**src/rtl/spike_rate_decoder.sv**
```systemverilog
// Spike-train decoder: counts spikes over a 2^WINDOW_LOG2 window (rate) and, with SPIKE_ISI_EN defined, measures inter-spike intervals.
// Latency: rate_out/rate_valid update on the window-end edge itself; isi_out/isi_valid update on the spike edge itself.
// Backpressure: none; rate_valid and isi_valid are single-cycle strobes that the consumer must sample or lose.
module spike_rate_decoder #(
    parameter int WINDOW_LOG2 = 6
) (
    input  logic       clk,
    input  logic       rst,
    input  logic       en,
    input  logic       spike_in,
    output logic [7:0] rate_out,
    output logic       rate_valid,
    output logic [7:0] isi_out,
    output logic       isi_valid,
    output logic       isi_sat
);

    typedef enum logic {
        IDLE  = 1'b0,
        COUNT = 1'b1
    } state_t;

    // Last window position is N-1, which is all ones for a power-of-two window.
    localparam logic [WINDOW_LOG2-1:0] WIN_LAST = '1;
    localparam logic [WINDOW_LOG2-1:0] WIN_ONE  = {{(WINDOW_LOG2-1){1'b0}}, 1'b1};

    state_t                 state_q;
    state_t                 state_d;
    logic [WINDOW_LOG2-1:0] win_cnt;
    logic [7:0]             spk_cnt;
    logic [8:0]             spk_sum;
    logic [7:0]             spk_sum_sat;
    logic                   counting;
    logic                   win_last;

    // Only edges in COUNT with en high advance the window; the IDLE->COUNT edge is never counted.
    assign counting = (state_q == COUNT) && en;
    assign win_last = (win_cnt == WIN_LAST);

    // Running count including this edge's spike; the 9th bit flags overflow past 255.
    assign spk_sum     = {1'b0, spk_cnt} + {8'd0, spike_in};
    assign spk_sum_sat = spk_sum[8] ? 8'hFF : spk_sum[7:0];

    // State register; reset wins over enable.
    always_ff @(posedge clk) begin
        if (rst) begin
            state_q <= IDLE;
        end else begin
            state_q <= state_d;
        end
    end

    // Next-state: enable high leaves IDLE, enable low abandons the partial window.
    always_comb begin
        state_d = state_q;
        case (state_q)
            IDLE:    if (en)  state_d = COUNT;
            COUNT:   if (!en) state_d = IDLE;
            default: state_d = IDLE;
        endcase
    end

    // Window and spike counters; wrap to zero at window end so windows are back to back.
    always_ff @(posedge clk) begin
        if (rst) begin
            win_cnt <= '0;
            spk_cnt <= '0;
        end else if (counting) begin
            if (win_last) begin
                win_cnt <= '0;
                spk_cnt <= '0;
            end else begin
                win_cnt <= win_cnt + WIN_ONE;
                spk_cnt <= spk_sum_sat;
            end
        end else begin
            win_cnt <= '0;
            spk_cnt <= '0;
        end
    end

    // Rate output: publish the saturated total on the window-end edge, hold otherwise.
    always_ff @(posedge clk) begin
        if (rst) begin
            rate_out   <= '0;
            rate_valid <= 1'b0;
        end else begin
            rate_valid <= 1'b0;
            if (counting && win_last) begin
                rate_out   <= spk_sum_sat;
                rate_valid <= 1'b1;
            end
        end
    end

`ifdef SPIKE_ISI_EN
    logic [7:0] isi_cnt;
    logic       have_prev;

    // ISI tracker: restart at 1 on each spike, report the gap once a previous spike exists.
    always_ff @(posedge clk) begin
        if (rst) begin
            isi_cnt   <= '0;
            have_prev <= 1'b0;
            isi_out   <= '0;
            isi_valid <= 1'b0;
            isi_sat   <= 1'b0;
        end else begin
            isi_valid <= 1'b0;
            if (counting) begin
                if (spike_in) begin
                    isi_cnt   <= 8'd1;
                    have_prev <= 1'b1;
                    if (have_prev) begin
                        isi_out   <= isi_cnt;
                        isi_sat   <= (isi_cnt == 8'hFF);
                        isi_valid <= 1'b1;
                    end
                end else if (isi_cnt != 8'hFF) begin
                    isi_cnt <= isi_cnt + 8'd1;
                end
            end else begin
                isi_cnt   <= '0;
                have_prev <= 1'b0;
            end
        end
    end
`else
    assign isi_out   = '0;
    assign isi_valid = 1'b0;
    assign isi_sat   = 1'b0;
`endif

endmodule

```
**config.mk**
```make
export PLATFORM = sky130hd
export DESIGN_NAME = spike_rate_decoder
export DESIGN_NICKNAME = d
export VERILOG_FILES = /design/src/rtl/spike_rate_decoder.sv
export SDC_FILE = /design/constraint.sdc
export NUM_CORES = 1
export LEC_CHECK = 0
export CORE_ASPECT_RATIO = 0.75
export CORE_MARGIN = 2
export CORE_UTILIZATION = 52
export DETAILED_ROUTE_END_ITERATION = 8
export GPL_ROUTABILITY_DRIVEN = 1
export PLACE_DENSITY = 0.81
export SKIP_CTS_REPAIR_TIMING = 1
export SLEW_MARGIN = 20
export SYNTH_ARGS = -nofsm -noshare
export SYNTH_HDL_FRONTEND = slang
export SYNTH_SLANG_ARGS = --single-unit
```
**constraint.sdc**
```tcl
create_clock -name clk -period 3.6 [get_ports clk]
set_input_delay 0.54 -clock clk [delete_from_list [all_inputs] [get_ports clk]]
set_output_delay 0.54 -clock clk [all_outputs]
set_load 0.01 [all_outputs]
```
* Word level (Yosys, flattened, before mapping)
Index checks and enable logic that the tools add are counted.
** Word-level totals
- Register bits after elaboration :: 24
- Input port bits :: 4
- Output and inout bits :: 19
- Logic and storage cells :: 15
** Operators by class
- Reduce and logical (&&, ||, !) cells :: 3
- Equal/unequal tests :: 1
- $add $sub $neg :: 2
- Mux-type cells :: 3
- Bitwise logic cells :: 1
** Operators with widths (count)
- 8-bit by 1-bit adder with 9-bit output :: 1
- 8-bit 2-to-1 mux :: 1
- 6-bit by 1-bit adder with 6-bit output (second input constant) :: 1
- 6-bit == test (second input constant) :: 1
- 3-bit OR reduction :: 1
- 1-bit logical AND :: 2
- 1-bit 2-to-1 mux :: 2
- 1-bit inverter :: 1

* Depth between registers and ports, before layout
Gate-level depths: netlist of the first run.
- Depth after elaboration :: 3
- Depth in mapped cells :: 6
- Depth with buffers taken out :: 5

* Worst setup path before layout of the first run
Ideal clock, no wire load.
- Path type :: input to register
- Start :: input spike_in
- End :: register rate_out[7]
- Slack :: 1.716 ns
- Data arrival time :: 1.753 ns
- Library setup time :: 0.131 ns
- Cell stages on the path :: 6
- Cell sequence :: ha_1 -> ha_1 -> and3_1 -> buf_2 -> nor4b_1 -> o32ai_1
** On the way
- Longest elaborated chain between the ends :: 2
** RTL lines
- start: declaration :: RTL line 10 : input logic spike_in,
- 8-bit by 1-bit adder with 9-bit output :: RTL line 41 : assign spk_sum = {1'b0, spk_cnt} + {8'd0, spike_in};
- 8-bit 2-to-1 mux :: RTL line 42 : assign spk_sum_sat = spk_sum[8] ? 8'hFF : spk_sum[7:0];
- end signal: assignment :: RTL line 90 : rate_out <= spk_sum_sat;
- end: declaration :: RTL line 11 : output logic [7:0] rate_out,
No other way between the ends.
A chain may end at the register's enable or synchronous reset.

* Final worst setup path of the first run
Same ends and word-level chain as after synthesis.

==> impl_metrics.py, run 1 <==
metrics = {
    "clocking": {
        "cts-root-buf": "clkbuf_4",
        "clk_path_buf_depth": 2,
        "cts.clk_slew.worst_paths_ps": 120,
        "cts_buffers": 3,
        "clk_latency_ps": 320,
        "cts_tree": "done",
        "cts-htree-levels": 1,
        "clkSinkCount": 24,
    },
    "detailed_routing": {
        "drc": 0,
        "viasPerCell": 5.61,
        "wirelength_um": 1910,
        "drtIter0Drc": 22,
        "first_pass_iters": 6,
        "wl_per_cell_um": 13.0,
        "postRouteAntennaNets": 0,
        "via_count": 824,
    },
    "worst_hold_path": {
        "min_from": "win_cnt[0]",
        "min_path_type": "reg2reg",
        "worstHoldEndpoint": "win_cnt[0]",
        "worstHoldPathCells": 1,
    },
    "synth": {
        "synth_fa_ha_area_frac": 0.0348,
        "synthCells": 115,
        "yosys_warnings": 0,
        "synth_top_family_by_area": "simple AND/OR/NAND/NOR gates",
        "synth_compound_area_frac": 0.165,
        "ys_ff_latch": 24,
        "synth_area_mm2": 0.00108,
        "yosys.area_share.simple": 0.193,
        "synthDistinctLibCells": 34,
        "yosysSeqAreaShare": 0.446,
        "synth_xor_area_frac": 0.0407,
        "synthMuxAreaShare": 0,
        "avgSynthCellArea_um2": 9.37,
    },
    "place": {
        "gp_congestion": 0.789,
        "portBuffers": 12,
        "placed_cells": 143,
        "dp_hpwl_um": 1410,
    },
    "worst_setup_path": {
        "crit_family": "simple AND/OR/NAND/NOR gates",
        "crit_arrival_ps": 2290,
        "rrSetupSlack_ps": 1840,
        "r2r_start": "spk_cnt[0]",
        "slowest_stage": "nor4b_1",
        "r2r-end": "rate_out[7]",
        "cp.required_ps": 3800,
        "startpoint_type": "input port",
        "r2r_cells": 5,
        "path_max_fanout": 9,
        "path_buf_inv": 1,
        "cp_slowest_stage_delay_ps": 450,
        "cp_num_cells": 6,
        "path_class": "in2reg",
        "cp_cell_sequence": "clkdlybuf4s50_1 -> ha_1 -> ha_1 -> and3_1 -> nor4b_1 -> o32ai_1",
        "endpoint_kind": "flip-flop",
        "crit_top_cell": "ha_1",
    },
    "sta": {
        "fmax_ghz": 0.478,
        "drv_slew": 0,
        "finalClockSkew_ps": 8.28,
        "setup_tns_ps": 0,
        "finalSetupViolCount": 0,
        "rsz0062_at_grt": "false",
        "final.min_clock_period_ps": 2090,
        "hold_viol": 0,
        "holdWs_ps": 462,
        "finalCritPeriodShare": 0.581,
    },
    "global_routing": {
        "grt_pass1_wl_um": 3290,
        "grt_use_total": 0.177,
        "grt_overflow": 0,
        "grt_max_degree": 14,
        "grt_pass1_vias": 708,
        "grt_antenna_before_repair": 0,
    },
    "cells_and_area": {
        "final_net_count": 131,
        "final-instance-count-excl-fill": 147,
        "syn_to_final_growth_pct": 9.41,
        "drive_gt1_frac": 0.0732,
        "antenna_cells": 0,
    },
    "status": {
        "status": "completed",
    },
    "die": {
        "fp.dieH_um": 43.4,
        "core_mm2": 0.00198,
        "std_cell_rows": 14,
        "die_w_um": 56.6,
        "dieArea_mm2": 0.00246,
        "start_util": 0.544,
        "io_pins": 23,
    },
    "power_and_ir_drop": {
        "ir_drop_mv": 0.341,
        "power_uw": 423,
        "p_per_area_mw_per_mm2": 359,
        "p_leak_uw": 0.000412,
    },
    "run": {
        "maxCapViolCount": 0,
    },
}
## through the flow
stage	worst slack, ps	util	area (um2)
floorplan	1720	-	1110
global placement	1270	0.577	1140
detailed placement	1200	0.577	1140
CTS	1530	0.595	1180
global route	1390	0.595	1180
finish	1510	0.595	1180
## power breakdown
part / leakage [uW] / internal [uW] / total, uW / switching (uW)
clock: 0.0000210 / 61.9 / 140 / 77.8
combinational: 0.000198 / 4.93 / 15.7 / 10.7
sequential: 0.000194 / 267 / 267 / 0.611
total: 0.000412 / 333 / 423 / 89.2
## layer usage
metal / vias up / GRT usage / routed length, um
met3: 4 / 0.0746 / 151
met5: - / 0 / 0
met2: 31 / 0.235 / 755
met4: 0 / 0.0571 / 15
li1: 413 / - / -
met1: 376 / 0.257 / 986
## worst reg2reg max path: stages, from the launching register on
cell,delay (ps)
dfxtp_1,330
ha_1,220
ha_1,210
and3_1,290
nor4b_1,450
o32ai_1,140
## worst max-delay path by stage
stage / startpoint / to
CTS: spike_in / rate_out[7]
floorplan: spike_in / rate_out[7]
global placement: spike_in / rate_out[7]
detailed placement: spike_in / rate_out[7]
global route: spike_in / rate_out[7]
finish: spike_in / rate_out[7]
## cell usage after synthesis (all sizes together)
cell type,number,share of area
dfxtp,24,0.45
buf,14,0.10
a31oi,9,0.052
nor2,9,0.031
nand2,7,0.024
a21oi,5,0.023
a211oi,4,0.028
nand3,4,0.019
and2,3,0.017
clkbuf,3,0.010
ha,3,0.035
nor3,3,0.019
o32ai,3,0.024
xor2,3,0.024
a311oi,2,0.016
and3,2,0.016
and4,2,0.019
inv,2,0.0070
nand4,2,0.012
xnor2,2,0.016
a21o,1,0.0081
a31o,1,0.0081
and4b,1,0.0093
conb,1,0.0035
nand3b,1,0.0070
nor2b,1,0.0058
nor4b,1,0.0081
o21ai,1,0.0046
or3,1,0.0058
## area by class of cell
type                    instances  area (um2)
fillers                       190         801
multi-input cells              81         504
flip-flops and latches         24         480
repair buffers                 12         120
clock buffers                   4        36.3
well taps                      24        30.0
inverters                       2        7.51
## flip-flops by register name, summed over array words and instances, names as in the netlist
register and count:
win_cnt 6, state_q 1, rate_valid 1, spk_cnt 8
rate_out 8
## layout by cell type, fill, tap and decap left out, types with 2 or more instances in the layout
cell / Yosys / final
dfxtp_1: 24 / 24
clkdlybuf4s50_1: 0 / 12
conb_1: 1 / 10
nor2_1: 9 / 9
a31oi_1: 9 / 9
nand2_1: 7 / 7
a21oi_1: 5 / 5
nand3_1: 4 / 4
a211oi_1: 4 / 4
xor2_1: 3 / 3
and2_1: 3 / 3
o32ai_1: 3 / 3
ha_1: 3 / 3
clkbuf_4: 0 / 3
xnor2_1: 2 / 2
inv_1: 2 / 2
nand4_1: 2 / 2
nor3_1: 2 / 2
a311oi_1: 2 / 2
## kinds of logic after synthesis
group | count (synthesis)
simple gates | 37
compound gates | 26
flops | 24
buf+inv | 19
xor+xnor | 5
fa+ha+maj | 3
other cells | 1
(Power assumes the default switching activity.)
==> run 2, diff against run 1 <==
Settings changed: CORE_UTILIZATION 52 to 44, PLACE_DENSITY 0.81 to 0.73.
Clock period 3.6 ns to 1.8 ns, I/O delays scaled along.
==> run 2 against run 1 <==
Effect of this change:
- global-route usage decreased by 0.79 points
- clock skew is 2.9 ps lower
- setup slack worse by 1400 ps
- sequential share of layout area down 1.7 points
- sequential power increased by 100%
- utilization is 6.3 points lower
- via count increased by 4.6%
- cell count increased by 10%
- first-iteration DRC count is 50% higher
- non-clock buffer count is 6 higher
- combinational power is 110% higher
- sequential cell count did not move
- critical endpoint is now rate_out[5]
==> impl_metrics.py, run 2 (same netlist as run 1, synthesis figures left out) <==
metrics = {
    "status": {
        "status": "completed",
    },
    "worst_setup_path": {
        "path_max_fanout": 6,
        "endpoint_kind": "flip-flop",
        "path_class": "in2reg",
        "startpoint_type": "input port",
        "crit_arrival_ps": 1870,
        "cp.required_ps": 1990,
    },
    "detailed_routing": {
        "wl_per_cell_um": 12.7,
        "via_count": 862,
        "wirelength_um": 2060,
        "viasPerCell": 5.32,
        "first_pass_iters": 5,
        "drc": 0,
        "postRouteAntennaNets": 0,
        "drtIter0Drc": 33,
    },
    "sta": {
        "layout_setup_ws_ps": 118,
        "setup_tns_ps": 0,
        "fmax_ghz": 0.595,
        "finalCritPeriodShare": 0.934,
        "hold_viol": 0,
        "drv_slew": 0,
        "rsz0062_at_grt": "false",
        "finalClockSkew_ps": 5.35,
        "final.min_clock_period_ps": 1680,
        "finalSetupViolCount": 0,
    },
    "global_routing": {
        "grt_max_degree": 13,
        "grt_overflow": 0,
        "grt_use_total": 0.169,
        "grt_pass1_wl_um": 3510,
        "grt_pass1_vias": 800,
        "grt_antenna_before_repair": 0,
    },
    "die": {
        "die_w_um": 61.1,
        "fp.dieH_um": 46.9,
        "dieArea_mm2": 0.00286,
        "start_util": 0.467,
        "core_mm2": 0.00231,
        "io_pins": 23,
        "std_cell_rows": 15,
    },
    "worst_hold_path": {
        "min_path_type": "reg2reg",
    },
    "run": {
        "maxCapViolCount": 0,
    },
    "clocking": {
        "cts_buffers": 3,
        "cts-htree-levels": 1,
        "clkSinkCount": 24,
        "clk_latency_ps": 310,
        "cts.clk_slew.worst_paths_ps": 120,
        "cts_tree": "done",
        "cts-root-buf": "clkbuf_4",
        "clk_path_buf_depth": 2,
    },
    "place": {
        "placed_cells": 159,
        "post-place-ws_ps": -250,
        "placed_area_mm2": 0.00120,
        "gp_congestion": 0.701,
        "dp_hpwl_um": 1550,
        "portBuffers": 12,
    },
    "power_and_ir_drop": {
        "p_leak_uw": 0.000435,
        "p_per_area_mw_per_mm2": 647,
        "ir_drop_mv": 0.584,
    },
    "cells_and_area": {
        "fillers": 227,
        "largest_registers": "rate_out (8), spk_cnt (8), win_cnt (6)",
        "final-instance-count-excl-fill": 162,
        "final_cell_mix": "dfxtp_1 (24), clkdlybuf4s50_1 (12), conb_1 (10)",
        "antenna_cells": 0,
        "layout_commonest_cell": "dfxtp_1",
        "drive_gt1_frac": 0.117,
        "final_net_count": 137,
        "fin_area_mm2": 0.00123,
        "syn_to_final_growth_pct": 14.1,
    },
}
==> run 2: cell count changes in the layout (fill, tap and decap cells not counted) <==
cell,delta
buf_4,+6
clkbuf_8,-1
nor4b_1,-1
nor4b_2,+1
==> run 2: metrics by stage <==
stage / utilization / hold slack, ps / total power [uW]
after detailed placement: 0.520 / 442 / 578
after global placement: 0.520 / 429 / 578
final: 0.532 / 461 / 795
after CTS: 0.530 / 468 / 803
after global routing: 0.532 / 502 / 834
after floorplan: - / 342 / 582
==> run 2: worst max-delay path, cell delays in order <==
cell and delay, ps:
clkdlybuf4s50_1 400, ha_1 220, ha_1 210, and3_1 260, a211oi_1 360, o32ai_1 160
==> run 2: layout make-up <==
cell class / count / area (um2) / area share
Clock buffer: 3 / 22.5 / 0.0183
Inverter: 2 / 7.51 / 0.00611
Multi-Input combinational cell: 81 / 510 / 0.415
Sequential cell: 24 / 480 / 0.391
Tap cell: 34 / 42.5 / 0.0346
Timing Repair Buffer: 18 / 165 / 0.134
==> run 2: path summary, 6_finish.rpt <==
| path | startpoint | slack [ps] | endpoint | cells past startpoint |
|---|---|---|---|---|
| worst min-delay path | win_cnt[0] | 460 | win_cnt[0] | 1 |
| worst max register to register | spk_cnt[0] | 180 | rate_out[5] | 5 |
| worst max-delay path | spike_in | 120 | rate_out[5] | 6 |
| worst min register to register | win_cnt[0] | 460 | win_cnt[0] | 1 |
==> run 2: power by group <==
part	internal [uW]	switching, uW	leakage (uW)
clock	78.2	149	0.0000138
sequential	533	1.20	0.000194
combinational	10.8	21.9	0.000228
total	622	173	0.000435
==> run 2: layer usage <==
layer / share of wire / routed length (um) / track usage
met1: 0.50 / 1030 / 0.232
met2: 0.45 / 920 / 0.262
met3: 0.053 / 109 / 0.0579
met4: 0 / 0 / 0.0304
met5: 0 / 0 / 0
==> variant 1: new RTL, settings of run 2 <==
Register the output `rate_out` once more, without a reset; this adds one clock of latency there. The other outputs are not delayed to match. Comments in the files are not updated.
--- a/src/rtl/spike_rate_decoder.sv
+++ b/src/rtl/spike_rate_decoder.sv
@@ -23,6 +23,8 @@
     // Last window position is N-1, which is all ones for a power-of-two window.
     localparam logic [WINDOW_LOG2-1:0] WIN_LAST = '1;
     localparam logic [WINDOW_LOG2-1:0] WIN_ONE  = {{(WINDOW_LOG2-1){1'b0}}, 1'b1};
+
+    logic [7:0] rate_s0;
 
     state_t                 state_q;
     state_t                 state_d;
@@ -82,12 +84,12 @@
     // Rate output: publish the saturated total on the window-end edge, hold otherwise.
     always_ff @(posedge clk) begin
         if (rst) begin
-            rate_out   <= '0;
+            rate_s0    <= '0;
             rate_valid <= 1'b0;
         end else begin
             rate_valid <= 1'b0;
             if (counting && win_last) begin
-                rate_out   <= spk_sum_sat;
+                rate_s0    <= spk_sum_sat;
                 rate_valid <= 1'b1;
             end
         end
@@ -131,5 +133,9 @@
     assign isi_sat   = 1'b0;
 `endif
 
+    always_ff @(posedge clk) begin
+        rate_out <= rate_s0;
+    end
+
 endmodule
 
Formal check against the unedited RTL: same outputs for any inputs over 10 cycles, from zero or initial values and one cycle with rst high; that may be too few to reach the edited logic, so the function may still have changed.
==> variant 1 against run 2 <==
- count of clock-buffer cells in the layout grew 3
- sequential cell count is 8 higher
- cell area is 15% higher
- die area increased by 11%
- sequential share of layout area increased by 6.0 points
- worst setup slack better by 66 ps
- area after synthesis is 12% higher
- via count decreased by 4.6%
- total power increased by 59%
- clock power rose by 130%
- synthesized cell count up 4.3%
- wire length decreased by 11%
- clock skew rose by 4.6 ps
==> variant 1: results (changes against run 2) <==
Routing:
- The number of iterations in the first detailed-routing pass came to 4 (-1).
- The via density per instance is 4.67 (-12%).
- The length of routed met2 wiring is 819 um (-11%).
- The wire length on met3 is 111 um (+1.8%).
- In this run the top signal layer used is met4.
- The wire length the detailed router placed on met1 was 860 um (-16%).
- The iteration-0 DRC count of the detailed router is 40 (+21%).

Global routing:
- The global-route track usage on met1 was 0.170 (-0.0625).
- The first-pass GRT wire length is 3210 um (-8.5%).
- The all-layer global routing usage was 0.136 (-0.0331).
- The met3 track demand over resource in global routing came to 0.0624 (+0.00450).
- The met2 usage in global routing was 0.198 (-0.0638).

Worst hold path:
- The path with the worst hold slack has its endpoint at rate_out[0].
- The startpoint identified for the worst hold timing path is rate_s0[0].
- The instance count along the most critical hold path is 0 (-1).

Synth:
- The proportion of synthesized area in mux cells is 0.0166 (+0.0166).
- The synthesized netlist cell count is 120 (+4.3%).
- The xor-xnor portion of the synthesized cell area was 0.0507 (+0.0101).
- The sequential element share of the synthesized area was 0.530 (+0.0840).
- The adder-cell area share of the yosys netlist is 0.0311 (-0.00379).
- The post-synthesis cell type count is 31 (-8.8%).

STA:
- The worst-case hold slack is 356 ps (-105 ps).
- The final worst setup slack came to 184 ps (+65.8 ps).

Pwr:
- The worst supply voltage drop on vdd came to 0.450 mV (-23%).
- The power in combinational cells was 0.0000330 W (+1%).
- The share of power burned in combinational logic is 0.026 (-0.015).
- The sequential group share of total power is 0.561 (-0.111).
- The switching power of the nets is 0.000254 W (+47%).

Clock network:
- The clock transition at the register clock pins on the worst setup and hold paths after CTS is 100 ps (-20 ps).
- The TritonCTS buffer count is 5 (+2).
- The library cell used as clock root buffer is clkbuf_4.
- The number of H-tree levels was 2 (+1).

Setup path:
- The setup slack on the worst flop-to-flop path came to 250 ps (+70 ps).
- The cell depth of the worst flop-to-flop path is 6 (+1).
- The endpoint of the most critical setup path is rate_s0[3].
- The peak fanout along the critical path is 5 (-1).
- The endpoint arrival time on the critical path is 1820 ps (-50 ps).

Finish:
- The share of final-layout standard cells stronger than drive strength 1 is 0.143 (+0.0257).
- The number of nets in the layout is 146 (+6.6%).
- The largest registers in the layout are rate_out: 8 flops, rate_s0: 8 flops, spk_cnt: 8 flops.
- The count of placed standard cells in the final layout, fillers left out is 176 (+8.6%).

Placement:
- The total placed cells including tap cells is 168 (+5.7%).
- The placed cell area came to 0.00134 mm2 (+12%).

Status:
- The flow ran to the end, and the final reports show no timing, DRC or antenna violations.
[variant 1: cell count changes in the layout (fill, tap and decap cells not counted), moves of 3 or more]
| cell | before | now |
|---|---|---|
| nor2_1 | 9 | 22 |
| and2_1 | 3 | 0 |
| a22oi_1 | 0 | 3 |
| nand2b_1 | 0 | 4 |
| dfxtp_1 | 24 | 32 |
| a31oi_1 | 9 | 0 |
| o32ai_1 | 3 | 0 |
| a21oi_1 | 5 | 0 |
[variant 1: area by class of cell]
class / count / area, um2 / share of cell area
Inverter: 2 / 7.51 / 0.00529
Sequential cell: 32 / 641 / 0.451
Tap cell: 36 / 45.0 / 0.0317
Timing Repair Buffer: 16 / 150 / 0.106
Clock inverter: 2 / 35.0 / 0.0247
Clock buffer: 6 / 41.3 / 0.0291
Multi-Input combinational cell: 82 / 499 / 0.352
==> variant 2: new RTL, settings of run 2 <==
Without the edit above. Add a define of `SPIKE_ISI_EN`.
--- a/src/rtl/spike_rate_decoder.sv
+++ b/src/rtl/spike_rate_decoder.sv
@@ -1,6 +1,8 @@
 // Spike-train decoder: counts spikes over a 2^WINDOW_LOG2 window (rate) and, with SPIKE_ISI_EN defined, measures inter-spike intervals.
 // Latency: rate_out/rate_valid update on the window-end edge itself; isi_out/isi_valid update on the spike edge itself.
 // Backpressure: none; rate_valid and isi_valid are single-cycle strobes that the consumer must sample or lose.
+`define SPIKE_ISI_EN
+
 module spike_rate_decoder #(
     parameter int WINDOW_LOG2 = 6
 ) (
Behaviour: not the same (a bounded check fails within 4 cycles, from zero or initial values and one cycle with rst high).
==> variant 2 against run 2 <==
- area after synthesis increased by 57%
- register-to-register slack improved by 30 ps
- total power increased by 110%
- wire length increased by 63%
- cell area increased by 77%
- critical path type unchanged
- worst setup slack improved by 28 ps
- sequential cell count increased by 19
- highest routed layer is now met4
- global-route usage increased by 0.66 points
==> variant 2: results (changes against run 2) <==
Setup path:
- In this run the critical register-to-register path is captured at isi_cnt[0].
- The endpoint arrival time on the critical path was 1830 ps (-40 ps).
- The setup slack on the worst flop-to-flop path is 210 ps (+30 ps).
- In this run the critical register-to-register path is launched from isi_cnt[1].
- The peak fanout along the critical path is 4 (-2).
- The cell depth of the worst flop-to-flop path is 5 (unchanged).

Placement:
- The placed cell area is 0.00207 mm2 (+73%).
- The count of input and output buffers was 22 (+10).
- The minimum setup slack after placement is -129 ps (+121 ps).
- The detailed placer's ending HPWL is 2360 um (+52%).
- The total placed cells including tap cells is 274 (+72%).
- The routability congestion estimate from global placement was 0.774 (+11%).

Pwr:
- The total design power is 0.00171 W (+110%).
- The static leakage was 0.743 nW (+71%).
- The power in combinational cells is 0.0000380 W (+17%).
- The internal power consumption is 0.00138 W (+120%).
- The flip-flop and latch power is 0.000956 W (+79%).
- The worst supply voltage drop on vdd came to 0.524 mV (-10%).

STA:
- The worst clock skew on the final layout is 11.5 ps (+6.15 ps).
- The worst relative slew slack is 0.721.
- The worst-case hold slack was 445 ps (-16.3 ps).

Clock network:
- The number of H-tree levels is 2 (+1).
- The buffer levels on the longest clock path came to 2 (unchanged).
- The clock transition at the register clock pins on the worst setup and hold paths after CTS is 80 ps (-40 ps).
- The clock latency of the later-clocked register in the worst-skew pair is 300 ps.
- In this run the clock root is driven by a clkbuf_8.
- The TritonCTS buffer count was 5 (+2).

Synth:
- The sequential element share of the synthesized area was 0.509 (+0.0629).
- The Yosys warning count is 0 (unchanged).
- The top flip-flop cell by instance count after synthesis is dfxtp_1.
- The proportion of synthesized flip-flops having asynchronous set or reset is 0 (unchanged).
- In the post-synthesis netlist, the biggest area contributors are dfxtp_1, nor2_1, nand2_1, a21oi_1, ha_1.
- The mean post-synth cell area is 8.90 um2 (-5.0%).
- The post-synthesis net count is 198.
- The post-synthesis cell type count is 33 (-2.9%).
- After synthesis, the most frequently instantiated cells are dfxtp_1, nor2_1, nand2_1.

Routing:
- The number of iterations in the first detailed-routing pass is 5 (unchanged).
- The number of antenna-violating nets in the routed design came to 0 (unchanged).
- The vias after detailed routing is 1394 (+62%).
- The final wirelength is 3340 um (+63%).
- The iteration-0 DRC count of the detailed router came to 82 (+150%).

Job:
- The total of max-cap violations was 0 (unchanged).

Worst hold path:
- The instance count along the most critical hold path is 1 (unchanged).
- The worst min-delay path class is reg2reg.
- The worst min-delay path startpoint is win_cnt[0].
- The worst hold path terminates at win_cnt[0].

Finish:
- The antenna diode instance count is 0 (unchanged).
- The count of placed standard cells in the final layout, fillers left out was 281 (+73%).
- The number of nets in the layout is 237 (+73%).
- The share of final-layout standard cells stronger than drive strength 1 is 0.131 (+0.0138).

Global routing:
- The number of antenna violations at the first check in global routing is 0 (unchanged).
- The largest net degree at the start of global routing is 19 (+6).
- The via count of the first global-routing pass is 1262 (+58%).
- The all-layer global routing usage was 0.175 (+0.00657).
- The first-pass GRT wire length came to 5660 um (+62%).

Status:
- The flow ran to the end, and the final reports show no timing, DRC or antenna violations.
variant 2: changes by cell type after synthesis, moves of 3 or more:
cell / change
a21oi_1: +9
dfxtp_1: +19
a211oi_2: +3
buf_4: -10
o32ai_1: -3
a31oi_1: -8
and2_1: -3
nor2_1: +27
mux2i_1: +4
nand2_1: +19
nor3_1: +3
variant 2: cells by family (layout without fill, tap and decap cells):
group / Yosys count / count (layout) / synth area share
xor gates and xnor gates: 8 / 8 / 0.0414
muxes: 4 / 4 / 0.0237
buffers and inverters: 8 / 47 / 0.0200
DFF: 43 / 43 / 0.509
AOI/OAI and AO/OA: 36 / 36 / 0.145
and+or+nand+nor: 87 / 87 / 0.232
adders and majority gates: 4 / 4 / 0.0296
variant 2: layout make-up:
cell class | instances | area [um2]
Clock buffer | 6 | 72.6
Sequential cell | 43 | 861
Tap cell | 52 | 65.1
Fill cell | 338 | 1480
Timing Repair Buffer | 38 | 340
Clock inverter | 1 | 30.0
Multi-Input combinational cell | 139 | 802
Inverter | 2 | 7.51
variant 2: worst max-delay path, stage by stage:
cell,delay [ps]
clkdlybuf4s50_1,490
ha_1,180
ha_2,220
nand4_1,150
buf_4,170
o311ai_1,250
a21oi_1,100
variant 2: worst max-delay path by stage:
stage	start	to	slack, ps	cells past startpoint
2_1_floorplan	win_cnt[0]	rate_out[3]	350	6
3_3_place_gp	spike_in	rate_out[0]	-90	8
3_5_place_dp	spike_in	rate_out[6]	-130	7
4_1_cts	spike_in	rate_out[0]	100	8
5_1_grt	spike_in	rate_out[6]	10	7
6_report	spike_in	rate_out[6]	150	7
variant 2: per-layer routing:
metal | up-vias | wire [um] | GRT usage
li1 | 731 | - | -
met1 | 636 | 1660 | 0.239
met2 | 23 | 1500 | 0.255
met3 | 4 | 151 | 0.0470
met4 | 0 | 33 | 0.0902
met5 | - | 0 | 0
